`src/rtl/vedic_pkg.sv`:
```
// Shared constants and helpers for the pipelined Vedic multiplier.
package vedic_pkg;

    // Number of register stages between operand acceptance and product valid.
    localparam int VEDIC_PIPE_LAT = 3;

    // Product width for a w x w multiply.
    function automatic int prod_w(input int w);
        return 2 * w;
    endfunction

    // Legal operand widths: powers of two, at least 2.
    function automatic bit width_ok(input int w);
        return (w >= 2) && ((w & (w - 1)) == 0);
    endfunction

endpackage

```
`src/rtl/vedic_nxn_comb.sv`:
```
// Purely combinational W x W unsigned Urdhva-Tiryakbhyam multiplier.
// Recurses by halving W; bottoms out at a 2x2 AND/half-adder leaf,
// with a 1x1 AND case so the pipelined top also works at WIDTH = 2.
module vedic_nxn_comb
    import vedic_pkg::*;
#(
    parameter int W = 2
)
(
    input  logic [W-1:0]         a,
    input  logic [W-1:0]         b,
    output logic [prod_w(W)-1:0] p
);

    generate
        if (W == 1) begin : g_bit
            assign p = {1'b0, a[0] & b[0]};
        end else if (W == 2) begin : g_leaf
            // Vertical and crosswise terms of the 2x2 leaf.
            logic t_cross_1;
            logic t_cross_2;
            logic t_high;
            logic c_mid;
            assign t_cross_1 = a[1] & b[0];
            assign t_cross_2 = a[0] & b[1];
            assign t_high    = a[1] & b[1];
            assign c_mid     = t_cross_1 & t_cross_2;
            assign p[0]      = a[0] & b[0];
            assign p[1]      = t_cross_1 ^ t_cross_2;
            assign p[2]      = t_high ^ c_mid;
            assign p[3]      = t_high & c_mid;
        end else begin : g_rec
            localparam int H = W / 2;
            logic [W-1:0]   q0;
            logic [W-1:0]   q1;
            logic [W-1:0]   q2;
            logic [W-1:0]   q3;
            logic [W:0]     mid;
            logic [2*W-1:0] e0;
            logic [2*W-1:0] e1;
            logic [2*W-1:0] e3;

            vedic_nxn_comb #(.W(H)) u_q0 (.a(a[H-1:0]), .b(b[H-1:0]), .p(q0));
            vedic_nxn_comb #(.W(H)) u_q1 (.a(a[W-1:H]), .b(b[H-1:0]), .p(q1));
            vedic_nxn_comb #(.W(H)) u_q2 (.a(a[H-1:0]), .b(b[W-1:H]), .p(q2));
            vedic_nxn_comb #(.W(H)) u_q3 (.a(a[W-1:H]), .b(b[W-1:H]), .p(q3));

            // Crosswise sum needs one carry bit beyond W.
            assign mid = {1'b0, q1} + {1'b0, q2};
            assign e0  = {{W{1'b0}}, q0};
            assign e1  = {{(W-1){1'b0}}, mid} << H;
            assign e3  = {q3, {W{1'b0}}};
            assign p   = e0 + e1 + e3;
        end
    endgenerate

endmodule

```
`src/rtl/vedic_mult_pipe.sv`:
```
// Three-stage pipelined WIDTH x WIDTH Vedic multiplier with valid/ready
// handshakes; the whole pipeline freezes while the output is stalled.
// Optional macro VEDIC_SIGNED_EN adds in_signed for two's-complement operands.
module vedic_mult_pipe
    import vedic_pkg::*;
#(
    parameter int WIDTH = 8
)
(
    input  logic                     clk,
    input  logic                     rst,
    input  logic                     in_valid,
    output logic                     in_ready,
    input  logic [WIDTH-1:0]         in_a,
    input  logic [WIDTH-1:0]         in_b,
`ifdef VEDIC_SIGNED_EN
    input  logic                     in_signed,
`endif
    output logic                     out_valid,
    input  logic                     out_ready,
    output logic [prod_w(WIDTH)-1:0] out_product,
    output logic                     busy
);

    localparam int H  = WIDTH / 2;
    localparam int PW = prod_w(WIDTH);

    generate
        if (!width_ok(WIDTH)) begin : g_bad_width
            $error("vedic_mult_pipe: WIDTH must be a power of two >= 2");
        end
    endgenerate

    logic             en;
    logic             v1_q, v1_d, v2_q, v2_d, v3_q, v3_d;
    logic [WIDTH-1:0] a1_q, a1_d, b1_q, b1_d;
    logic [WIDTH-1:0] q0_q, q0_d, q1_q, q1_d, q2_q, q2_d, q3_q, q3_d;
    logic [WIDTH-1:0] pp0, pp1, pp2, pp3;
    logic [WIDTH:0]   mid;
    logic [PW-1:0]    sum_u;
    logic [PW-1:0]    prod_q, prod_d;
    logic [WIDTH-1:0] a_mag, b_mag;
`ifdef VEDIC_SIGNED_EN
    logic             s1_q, s1_d, s2_q, s2_d, s_in;
`endif

    // Half-width partial products of the S1 operands.
    vedic_nxn_comb #(.W(H)) u_pp0 (.a(a1_q[H-1:0]),     .b(b1_q[H-1:0]),     .p(pp0));
    vedic_nxn_comb #(.W(H)) u_pp1 (.a(a1_q[WIDTH-1:H]), .b(b1_q[H-1:0]),     .p(pp1));
    vedic_nxn_comb #(.W(H)) u_pp2 (.a(a1_q[H-1:0]),     .b(b1_q[WIDTH-1:H]), .p(pp2));
    vedic_nxn_comb #(.W(H)) u_pp3 (.a(a1_q[WIDTH-1:H]), .b(b1_q[WIDTH-1:H]), .p(pp3));

    assign en          = !(v3_q && !out_ready);
    assign in_ready    = en;
    assign out_valid   = v3_q;
    assign out_product = prod_q;
    assign busy        = v1_q | v2_q | v3_q;

    // Operand conditioning: magnitudes in signed mode (most negative maps to itself).
    always_comb begin
`ifdef VEDIC_SIGNED_EN
        s_in  = in_signed & (in_a[WIDTH-1] ^ in_b[WIDTH-1]);
        a_mag = (in_signed && in_a[WIDTH-1]) ? (~in_a + 1'b1) : in_a;
        b_mag = (in_signed && in_b[WIDTH-1]) ? (~in_b + 1'b1) : in_b;
`else
        a_mag = in_a;
        b_mag = in_b;
`endif
    end

    // Next-state for all three stages; everything holds when en is low.
    always_comb begin
        v1_d   = v1_q;
        a1_d   = a1_q;
        b1_d   = b1_q;
        v2_d   = v2_q;
        q0_d   = q0_q;
        q1_d   = q1_q;
        q2_d   = q2_q;
        q3_d   = q3_q;
        v3_d   = v3_q;
        prod_d = prod_q;
        mid    = {1'b0, q1_q} + {1'b0, q2_q};
        sum_u  = {{WIDTH{1'b0}}, q0_q}
               + ({{(WIDTH-1){1'b0}}, mid} << H)
               + {q3_q, {WIDTH{1'b0}}};
`ifdef VEDIC_SIGNED_EN
        s1_d   = s1_q;
        s2_d   = s2_q;
`endif
        if (en) begin
            v1_d = in_valid;
            if (in_valid) begin
                a1_d = a_mag;
                b1_d = b_mag;
`ifdef VEDIC_SIGNED_EN
                s1_d = s_in;
`endif
            end
            v2_d = v1_q;
            if (v1_q) begin
                q0_d = pp0;
                q1_d = pp1;
                q2_d = pp2;
                q3_d = pp3;
`ifdef VEDIC_SIGNED_EN
                s2_d = s1_q;
`endif
            end
            v3_d = v2_q;
            if (v2_q) begin
`ifdef VEDIC_SIGNED_EN
                prod_d = s2_q ? (~sum_u + 1'b1) : sum_u;
`else
                prod_d = sum_u;
`endif
            end
        end
    end

    // Pipeline registers with asynchronous clear; in-flight data is discarded.
    always_ff @(posedge clk or posedge rst) begin
        if (rst) begin
            v1_q   <= 1'b0;
            v2_q   <= 1'b0;
            v3_q   <= 1'b0;
            a1_q   <= '0;
            b1_q   <= '0;
            q0_q   <= '0;
            q1_q   <= '0;
            q2_q   <= '0;
            q3_q   <= '0;
            prod_q <= '0;
`ifdef VEDIC_SIGNED_EN
            s1_q   <= 1'b0;
            s2_q   <= 1'b0;
`endif
        end else begin
            v1_q   <= v1_d;
            v2_q   <= v2_d;
            v3_q   <= v3_d;
            a1_q   <= a1_d;
            b1_q   <= b1_d;
            q0_q   <= q0_d;
            q1_q   <= q1_d;
            q2_q   <= q2_d;
            q3_q   <= q3_d;
            prod_q <= prod_d;
`ifdef VEDIC_SIGNED_EN
            s1_q   <= s1_d;
            s2_q   <= s2_d;
`endif
        end
    end

endmodule
```
`config.mk`:
```
export PLATFORM = sky130hd
export DESIGN_NAME = vedic_mult_pipe
export DESIGN_NICKNAME = d
export VERILOG_FILES = /design/src/rtl/vedic_pkg.sv /design/src/rtl/vedic_nxn_comb.sv /design/src/rtl/vedic_mult_pipe.sv
export SDC_FILE = /design/constraint.sdc
export NUM_CORES = 1
export LEC_CHECK = 0
export ABC_CLOCK_PERIOD_IN_PS = 8850
export CAP_MARGIN = 20
export CORE_ASPECT_RATIO = 0.6
export CORE_MARGIN = 4
export CORE_UTILIZATION = 57
export DETAILED_ROUTE_END_ITERATION = 7
export PLACE_DENSITY = 0.78
export SYNTH_ARGS = -nofsm -noshare
export SYNTH_HDL_FRONTEND = slang
export SYNTH_SLANG_ARGS = --single-unit
export TNS_END_PERCENT = 20
```
`constraint.sdc`:
```
create_clock -name clk -period 8.85 [get_ports clk]
set_input_delay 1.3275 -clock clk [delete_from_list [all_inputs] [get_ports clk]]
set_output_delay 1.3275 -clock clk [all_outputs]
set_load 0.03 [all_outputs]
```
# Word-level counts from Yosys, hierarchy flattened
# Index checks and enable logic that the tools add are counted.
word_totals:
  out_inout_bits: 19
  wordCells: 162
  ff_bits: 67
  in_bits: 20
classes:
  n_reduce_logical: 6
  add_sub_neg: 15
  bitwise_logic: 131
ops:
  columns: ["operator", "n"]
  rows:
  - ["AND 1 bit", 96]
  - ["adder 4 x 7 -> 8 bit", 4]
  - ["adder 8 bit", 4]
  - ["bitwise XOR 1 bit", 32]
  - ["adder 4 x 4 -> 5 bit", 4]
  - ["adder 14 x 16 -> 16 bit", 1]
  - ["adder 8 x 13 -> 14 bit", 1]
  - ["adder 8 x 8 -> 9 bit", 1]
  - ["AND reduction 2 bit", 3]
  - ["zero test 1 bit", 2]
  - ["OR 1 bit", 2]
  - ["logical AND 1 bit", 1]
  - ["NOT 1 bit", 1]

# Longest topological paths before layout
logic_depth:
  word_depth: 6
  mapped_depth: 14
  depth_no_buf: 14

# Hierarchy
# Synthesis repeated with hierarchy kept, for this count alone.
hier_totals:
  cells_unflattened: 487
  area_unflattened_um2: 5276.3
by_module_without_submodules:
  columns: ["mod", "n_inst", "cells_per_inst", "area_each_um2", "seq_area_each_um2"]
  rows:
  - ["vedic_mult_pipe", 1, 255, 3229.3, 1676.6]
  - ["vedic_nxn_comb (u_pp0 ...)", 4, 34, 311.5, 0.0]
  - ["vedic_nxn_comb (u_pp0.g_rec.u_q0 ...)", 16, 6, 50.0, 0.0]

# Least setup slack after synthesis
# OpenSTA, ideal clock, no wires.
synth_path:
  path_type: "input-to-output"
  start: "input out_ready"
  end: "output in_ready"
  required_time_ns: 7.523
  t_arrival_ns: 1.638
  cell_stages: 2
  path_buffers: 1
  slack_ns: 5.884
  cell_sequence: "nand2b_1 > buf_2"
synth_via:
  elab_chain_cells: 3
synth_lines:
  columns: ["item", "line_no", "text"]
  rows:
  - ["from (decl)", "vedic_mult_pipe.sv:20", "input logic out_ready,"]
  - ["zero test 1 bit", "vedic_mult_pipe.sv:53", "assign en = !(v3_q && !out_ready);"]
  - ["logical AND 1 bit", "vedic_mult_pipe.sv:53", null]
  - ["zero test 1 bit", "vedic_mult_pipe.sv:53", null]
  - ["to (decl)", "vedic_mult_pipe.sv:13", "output logic in_ready,"]
# Every way passes these cells.

# Final worst setup path
# Same ends and word-level chain as after synthesis.

==> results_dict.tcl <==
set metrics [dict create \
    worstMarginPinSlew_ps 849 \
    dr_total_vias 3704 \
    grt_usage 0.210 \
    core_um2 8590 \
    syn_nets 621 \
    rr_startpoint "a1_q[0]$_DFFE_PP0P_" \
    path_cells "clkdlybuf4s50_1 > nand2b_1 > clkdlybuf4s50_1" \
    crit_path_frequent_cell "clkdlybuf4s50_1" \
    cap_violations 0 \
    firstDrtPassIters 4 \
    syn_inst 506 \
    powerDensity_nw_per_um2 402 \
    power.total_mw 2.34 \
    hpwl_mm 7.80 \
    via_per_inst 5.58 \
    ys_ff_latch 67 \
    die_y_um 81.1 \
    setup_violations 0 \
    required_ps 7520 \
    yosysSeqAreaShare 0.331 \
    cts_htree_levels 3 \
    min_path_cells 2 \
    cp_top_family "buffers and inverters" \
    cts_tree "done" \
    crit_arrival_ps 2730 \
    leakage_nw 2.96 \
    rsz0062_at_grt "false" \
    start_kind "primary input" \
    slew-limit-headroom 0.434 \
    clockBufferDepth 2 \
    core.rowCount 26 \
    post_cts_buffers 0 \
    clkTransAtPathRegs_ps 60 \
    ff2ff_setup_slack_ps 5720 \
    nets 662 \
    grt_pass1_wl_mm 17.3 \
    die-area_um2 10500 \
    path_buf_inv 2 \
    synth_cell_types 33 \
    async_flop_share 1.00 \
    cp_max_fo 8 \
    slowest_stage "clkdlybuf4s50_1" \
    status "complete, no violations" \
    ff2ff_path_depth 12 \
    min_period_ps 4050 \
    slew_violations 0 \
    placed_area_um2 5560 \
    start_util 0.590 \
    cts_root_buf "clkbuf_16" \
    finish.instance_area_um2 5830 \
    cts-buffers-inserted 9 \
    cts.sinks 67 \
    dieWidth_um 130 \
    end_kind "primary output" \
    max_freq_mhz 247 \
    grt_max_degree 68 \
    cts_resized 0 \
    drt_iter0_drc 133 \
    ioPinCount 39 \
    holdWs_ps 476 \
    hold_viol 0 \
    area_delta_synth_final_pct 15.1 \
    skew_ps 7.84 \
    grt_pass1_vias 3740 \
    drc 0 \
    path_class "primary input to primary output" \
    hp-class "flip-flop to flip-flop" \
    antenna_found_initial 0 \
    final_antenna_net_count 0 \
    drive_above_1_share 0.0906 \
    min_from "q0_q[1]$_DFFE_PP0P_" \
    rr_endpoint "q0_q[7]$_DFFE_PP0P_" \
    min_to "out_product[1]$_DFFE_PP0P_" \
    place.gp.congestion 0.853 \
    slowest_delay_ps 720 \
    synth_edf_count 0 \
    postCtsHoldBufs 0 \
    wirelength_mm 10.2 \
    post_drt_wl_per_cell_um 15.3 \
    period_share 0.458 \
    io_buffers 38 \
    final.setup.tns_ps 0 \
    grt_overflow 0 \
    antenna_cells 0 \
    yosys_warnings 0 \
    ir_drop_mv 0.183 \
    synth_area_um2 5070 \
    syn_area_per_cell_um2 10.0 \
    synthFlopType "dfrtp_1" \
    clkLatencyLatePin_ps 330 \
]
==> Yosys cell counts (2+ instances only) <==
| cell type | instances | area [um^2] |
|---|---|---|
| o211ai_1 | 3 | 22.5 |
| a31oi_1 | 3 | 18.8 |
| nand3_1 | 4 | 20.0 |
| mux2_2 | 29 | 327 |
| nor2b_1 | 2 | 12.5 |
| nand2b_1 | 3 | 18.8 |
| o21ai_0 | 36 | 180 |
| ha_1 | 85 | 1060 |
| nand2_1 | 62 | 233 |
| clkbuf_1 | 6 | 22.5 |
| a21oi_1 | 29 | 145 |
| o21bai_1 | 3 | 22.5 |
| a211oi_1 | 4 | 30.0 |
| xnor2_1 | 21 | 184 |
| or3_1 | 4 | 25.0 |
| nand4_1 | 3 | 18.8 |
| dfrtp_1 | 67 | 1680 |
| a21o_1 | 20 | 150 |
| and2_1 | 61 | 382 |
| xor2_1 | 16 | 140 |
| inv_1 | 16 | 60.1 |
| fa_1 | 10 | 200 |
| buf_2 | 2 | 10.0 |
| nor2_1 | 5 | 18.8 |
| nor3_1 | 4 | 20.0 |
==> worst reg2reg max path, delay by kind of cell, from the launching register on <==
kind,cells,cell delay [ps]
adders and majority gates,4,1160
AOI/OAI and AO/OA,5,850
DFF,1,510
xor gates and xnor gates,2,250
and+or+nand+nor,1,230
==> layout make-up <==
type / instances / area [um^2]
Tap cell: 112 / 140
Clock inverter: 5 / 28.8
Sequential cell: 67 / 1680
Clock buffer: 11 / 243
Timing Repair Buffer: 40 / 395
Inverter: 16 / 60.1
Fill cell: 684 / 2750
Multi-Input combinational cell: 413 / 3290
==> sequential cells by signal (all words and copies together), names as in the netlist <==
register,flops
v2_q,1
q1_q,8
a1_q,8
out_valid,1
b1_q,8
q3_q,8
out_product,16
q0_q,8
q2_q,8
v1_q,1
==> how the worst max path moves through the flow <==
stage / startpoint / end / slack, ps / cells past startpoint
6_report: out_ready / in_ready / 4800 / 3
3_5_place_dp: out_ready / in_ready / 4800 / 3
5_1_grt: out_ready / in_ready / 4760 / 3
2_1_floorplan: rst / a1_q[0]$_DFFE_PP0P_ / 5840 / 1
3_3_place_gp: out_ready / in_ready / 4810 / 3
4_1_cts: out_ready / in_ready / 4800 / 3
==> layout by cell type, fill, tap and decap left out, types with 2 or more instances in the layout <==
master           instances
ha_1                    85
a21oi_1                 29
clkdlybuf4s50_1         38
inv_1                   15
mux2_2                  29
nor3_1                   4
xnor2_1                 21
xor2_1                  16
and2_1                  61
a21o_1                  20
nand2_1                 62
clkinv_2                 4
fa_1                    10
nor2b_1                  2
o211ai_1                 3
buf_4                    2
nor2_1                   5
o21bai_1                 3
a31oi_1                  3
nand4_1                  3
nand2b_1                 3
dfrtp_1                 67
nand3_1                  4
or3_1                    4
o21ai_0                 36
clkbuf_16                9
a211oi_1                 4
==> metal layers <==
layer / wire length, um / global-route usage
met1: 5000 / 0.287
met3: 415 / 0.0499
met2: 4630 / 0.344
met5: 0 / 0
met4: 106 / 0.0467
==> power by group <==
group | leakage (nW) | total [mW] | switching (mW) | internal (mW)
Combinational | 1.99 | 1.47 | 0.787 | 0.679
Sequential | 0.825 | 0.555 | 0.119 | 0.436
Clock | 0.139 | 0.322 | 0.127 | 0.195
Total | 2.96 | 2.34 | 1.03 | 1.31
==> stage by stage <==
| step | std cells | worst slack (ps) | util |
|---|---|---|---|
| global placement | 648 | 4810 | 0.648 |
| detailed placement | 648 | 4800 | 0.648 |
| finish | 664 | 4800 | 0.679 |
| CTS | 664 | 4800 | 0.679 |
| floorplan | 506 | 5840 | - |
| global route | 664 | 4760 | 0.679 |
==> logic make-up after synthesis <==
kind of cell | after synthesis | share of synthesized area
buffers and inverters | 26 | 0.0205
flip-flops | 67 | 0.331
multiplexers | 29 | 0.0644
AND/OR/NAND/NOR | 149 | 0.149
adder cells (fa/ha/maj) | 95 | 0.249
AO/OA/AOI/OAI | 103 | 0.123
XOR/XNOR | 37 | 0.0639
Power figures use the tool's default switching activity.
